===== src/rtl/hazard_ctrl.sv =====
// hazard_ctrl: pipeline stall/flush/freeze sequencing with MDU occupancy tracking.
// Optional bubble counter enabled by macro HAZARD_STALL_CNT_EN.
`default_nettype none

module hazard_ctrl #(
  parameter int MDU_LAT = 4,
  parameter int REG_W   = 5
) (
  input  logic             clk,
  input  logic             rst_n,
  input  logic [REG_W-1:0] id_rs,
  input  logic [REG_W-1:0] id_rt,
  input  logic             id_uses_rt,
  input  logic             id_reads_hilo,
  input  logic             id_is_mdu,
  input  logic             ex_memread,
  input  logic [REG_W-1:0] ex_rt,
  input  logic             ex_mdu_start,
  input  logic             ex_branch_taken,
  input  logic             mem_busy,
  output logic             pc_write,
  output logic             pwrite1,
  output logic             if_id_flush,
  output logic             pwrite2,
  output logic             pipe_hold,
  output logic             mdu_busy,
  output logic [15:0]      stall_count
);

  localparam logic [0:0] ST_IDLE = 1'b0;
  localparam logic [0:0] ST_BUSY = 1'b1;
  localparam logic [3:0] LAT_C   = 4'(MDU_LAT);

  logic [0:0] state_q, state_d;
  logic [3:0] mdu_cnt_q, mdu_cnt_d;
  logic       mdu_active;
  logic       accept;
  logic       load_use;
  logic       mdu_use;
  logic       stall_bubble;

  assign mdu_active = (mdu_cnt_q != 4'd0);
  assign accept     = ex_mdu_start & ~mem_busy & (state_q == ST_IDLE);
  assign load_use   = ex_memread & (ex_rt != '0) &
                      ((ex_rt == id_rs) | (id_uses_rt & (ex_rt == id_rt)));
  assign mdu_use    = mdu_active & (id_reads_hilo | id_is_mdu);

  // Bubble cycles that are not caused by a branch squash; kept free of rst_n.
  assign stall_bubble = ~mem_busy & ~ex_branch_taken & (load_use | mdu_use);

  always_ff @(posedge clk or negedge rst_n) begin
    if (!rst_n) begin
      state_q   <= ST_IDLE;
      mdu_cnt_q <= 4'd0;
    end else begin
      state_q   <= state_d;
      mdu_cnt_q <= mdu_cnt_d;
    end
  end

  always_comb begin
    state_d   = state_q;
    mdu_cnt_d = mdu_cnt_q;
    case (state_q)
      ST_IDLE: begin
        if (accept) begin
          state_d   = ST_BUSY;
          mdu_cnt_d = LAT_C;
        end
      end
      ST_BUSY: begin
        // Counts down regardless of mem_busy; a start here is ignored.
        if (mdu_cnt_q <= 4'd1) begin
          state_d   = ST_IDLE;
          mdu_cnt_d = 4'd0;
        end else begin
          mdu_cnt_d = mdu_cnt_q - 4'd1;
        end
      end
      default: begin
        state_d   = ST_IDLE;
        mdu_cnt_d = 4'd0;
      end
    endcase
  end

  always_comb begin
    pc_write    = 1'b0;
    pwrite1     = 1'b0;
    if_id_flush = 1'b0;
    pwrite2     = 1'b0;
    pipe_hold   = 1'b0;
    mdu_busy    = 1'b0;
    if (rst_n) begin
      mdu_busy = mdu_active;
      if (mem_busy) begin
        pipe_hold = 1'b1;
        pwrite2   = 1'b1;
      end else if (ex_branch_taken) begin
        pc_write    = 1'b1;
        pwrite1     = 1'b1;
        if_id_flush = 1'b1;
      end else if (!(load_use | mdu_use)) begin
        pc_write = 1'b1;
        pwrite1  = 1'b1;
        pwrite2  = 1'b1;
      end
    end
  end

`ifdef HAZARD_STALL_CNT_EN
  logic [15:0] stall_cnt_q, stall_cnt_d;

  always_comb begin
    stall_cnt_d = stall_cnt_q;
    if (stall_bubble && (stall_cnt_q != 16'hFFFF))
      stall_cnt_d = stall_cnt_q + 16'd1;
  end

  always_ff @(posedge clk or negedge rst_n) begin
    if (!rst_n) stall_cnt_q <= 16'd0;
    else        stall_cnt_q <= stall_cnt_d;
  end

  assign stall_count = stall_cnt_q;
`else
  logic unused_stall;
  assign unused_stall = stall_bubble;
  assign stall_count  = 16'h0;
`endif

endmodule

`default_nettype wire

===== config.mk =====
export PLATFORM = sky130hd
export DESIGN_NAME = hazard_ctrl
export DESIGN_NICKNAME = d
export VERILOG_FILES = /design/src/rtl/hazard_ctrl.sv
export SDC_FILE = /design/constraint.sdc
export NUM_CORES = 1
export LEC_CHECK = 0
export ABC_AREA = 0
export CAP_MARGIN = 20
export CORE_ASPECT_RATIO = 0.9
export CORE_UTILIZATION = 33
export CTS_CLUSTER_DIAMETER = 30
export DETAILED_ROUTE_END_ITERATION = 6
export GPL_ROUTABILITY_DRIVEN = 0
export PLACE_DENSITY = 0.89
export SLEW_MARGIN = 20
export SYNTH_ARGS = -nofsm -noshare
export SYNTH_HDL_FRONTEND = slang
export SYNTH_SLANG_ARGS = --single-unit

===== constraint.sdc =====
create_clock -name clk -period 1.5 [get_ports clk]
set_input_delay 0.15 -clock clk [delete_from_list [all_inputs] [get_ports clk]]
set_output_delay 0.15 -clock clk [all_outputs]
set_load 0.05 [all_outputs]

==> results of run 1 <==
## layout make-up
cell class              count  area (sq um)
clock buffers               4         26.28
flip-flops and latches      5         125.1
multi-input cells          65         496.7
repair buffers             46         455.4
well taps                  24         30.03
fillers                   144         536.8
inverters                   3         11.26
## sequential cells by signal, indices dropped and copies added, names as in the netlist
name	cells
mdu_cnt_q	4
state_q	1
## timing repair
item | 4_1_cts | 5_1_grt
setup endpoints to repair | 3 | 6
hold buffers | 0 | 0
pin swaps | 16 | 4
resized for setup | 37 | 8
setup buffers | 5 | 2
cloned | 0 | 0
## power groups by stage
stage               clock network [W]  registers (W)  logic, W
global placement                    0       0.000242  0.000696
detailed placement                  0       0.000249  0.000722
finish                       0.000162       0.000265   0.00104
floorplan                           0       0.000245  0.000460
CTS                          0.000164       0.000258  0.000905
global route                 0.000175       0.000269   0.00113
## worst max-delay path, cell delays in order, from the launching register on
cell and delay [ns]:
dfrtp_1 0.36, inv_2 0.07, ha_4 0.17, o2bb2ai_4 0.12, buf_4 0.15, a31oi_4 0.17, o21ai_4 0.08, buf_12 0.15
## layout by cell type, fill, tap and decap left out, types with 2 or more instances in the layout
master	n
buf_12	6
clkbuf_4	3
inv_2	2
dfrtp_1	5
dlygate4sd2_1	6
xnor2_1	11
nand2_2	2
nor2_4	2
buf_2	3
clkdlybuf4s50_1	13
nand2_1	8
nand3_1	2
o21ai_2	3
ha_1	2
o21ai_4	2
buf_4	17
conb_1	16
## through the flow
stage,setup slack [ns],setup TNS (ns),area [sq um]
4_1_cts,-0.1598,-0.4732,1116
3_3_place_gp,-0.4009,-1.105,989.7
6_report,-0.1679,-0.5023,1145
3_5_place_dp,-0.4798,-1.327,989.7
5_1_grt,-0.2234,-0.6690,1145
2_1_floorplan,-0.1399,-0.1661,665.6
## per-layer routing
| layer | global-route usage [%] | wire length (um) | vias up |
|---|---|---|---|
| met1 | 25.88 | 725 | 327 |
| met2 | 40.83 | 1117 | 24 |
| met5 | 0 | 0 | - |
| met3 | 6.466 | 82 | 6 |
| li1 | - | - | 317 |
| met4 | 10.29 | 53 | 0 |
## logic make-up (layout without fill, tap and decap cells)
| logic type | after synthesis | in the layout |
|---|---|---|
| other | 1 | 16 |
| adders and majority gates | 3 | 3 |
| xor gates and xnor gates | 11 | 11 |
| DFF | 5 | 5 |
| AOI/OAI and AO/OA | 13 | 13 |
| and+or+nand+nor | 22 | 22 |
| buffers and inverters | 20 | 53 |
## worst paths after layout
path                                end  slack [ns]  cells after the start
setup / recovery                pwrite2       -0.17                      7
hold / removal             mdu_cnt_q[2]        0.31                      2
setup reg to reg           mdu_cnt_q[3]        0.08                      7
hold reg to reg            mdu_cnt_q[2]        0.60                      2
max in group asynchronous  mdu_cnt_q[0]        1.07                      2
min in group clk                state_q        0.55                      3
==> reports/metrics.cfg, run 1 <==
[cells_and_area]
final_cells=147
final_util_pct=68.08
final_nets=151
drive_gt1_share_pct=37.40
area_delta_synth_final_pct=92.63
diodes=0

[clock_network]
clockBufferDepth=2
cts_root_buffer=clkbuf_4
cts_tree=built
clk_pin_slew_worst_paths_ns=0.05
htreeDepth=1
clkLatencyLatePin_ns=0.25
cts_num_sinks=5
cts_buffers=3

[yosys]
synth.most_common_cell=buf_4
synth-simple-area-share_pct=18.32
async_flop_share_pct=100.0
yosysTopAreaCellShare_pct=21.47
ys_top_cells_by_area=buf_4, dfrtp_1, xnor2_1, ha_1, nand2_1
synthAdderAreaFrac_pct=6.316
synth-compound-area-share_pct=14.11
syn-instance-count=75
ys_types=26
synth_ff_type=dfrtp_1
synth.mux.area_fraction_pct=0
synth_seq_cells=5
ys_warn_count=0
synth_edf_count=0
yosysTopAreaCell=buf_4
syn_area_per_cell_sq_um=7.924
synth_xor_area_share_pct=16.21
synth-seq-area-share_pct=21.05
mappedNetlistArea_sq_um=594.3
yosys-top-cells-count=buf_4, xnor2_1, nand2_1
synth_top_family_by_area=buffers and inverters

[floorplan]
die_w_um=46.74
rows=14
pin_count=46
die-area_sq_um=1975
die_h_um=42.26
coreArea_sq_um=1682
start_util_pct=35.34

[pwr]
power_w=0.001471
ir_drop_v=0.0009074
p_seq_share_pct=18.0
p_sw_w=0.0006718
p_per_area_nw_per_um2=1285
p_clk_share_pct=11.0
power_frac_comb_pct=71.0
p_int_w=0.0007992
switching_share_pct=45.67
total_leakage_power_nw=0.5065

[placement]
dpl.hpwl_um=1459
io_buffers=29
dp.cells=136

[global_routing]
grt_pass1_wl_um=3256
gr-total-overflow=0
grtUsageTotal_pct=23.63
grt_pass1_vias=725
grt_start_max_net_pins=7
antenna_found_initial=0

[sta]
max_freq_mhz=599.5
min_period_ns=1.668
skew_ns=0.009181
layout_setup_ws_ns=-0.1679
finalSetupViolations=3
rsz0062_at_grt=yes
slew_viol_final=0
min_period_over_period_pct=111.2
hold_viol=0
timing.hold.ws_ns=0.3126

[worst_setup_path]
critPathKind=reg -> out
cp_max_fo=2
reg2reg_from=mdu_cnt_q[0]
end_kind=output pin
cp.required_ns=1.35
crit_start=mdu_cnt_q[1]
cp_data_arrival_time_ns=1.52
worst_setup_path_start_kind=flip-flop

[routing]
avgViaCountPerCell=4.585
totalWireLength_um=1977
drtIter0Drc=8
first_pass_iters=4
ant_nets=0
drt_drc_violations_left=0
vias=674
wl_per_cell_um=13.45

[worst_hold_path]
min_path_type=in -> async

[job]
drv_cap=0

[outcome]
outcome=complete, but fails checks
violations=setup timing

(Power assumes the default switching activity.)
==> run 2, diff against run 1 <==
Settings changed: CTS_CLUSTER_SIZE set to 10.
==> results of run 2 <==
Final layout, timing and power as in run 1 (identical DEF).
==> run 3, diff against run 2 <==
Settings changed: GPL_ROUTABILITY_DRIVEN 0 to unset.
==> results of run 3 <==
Final layout, timing and power as in run 1 (identical DEF).
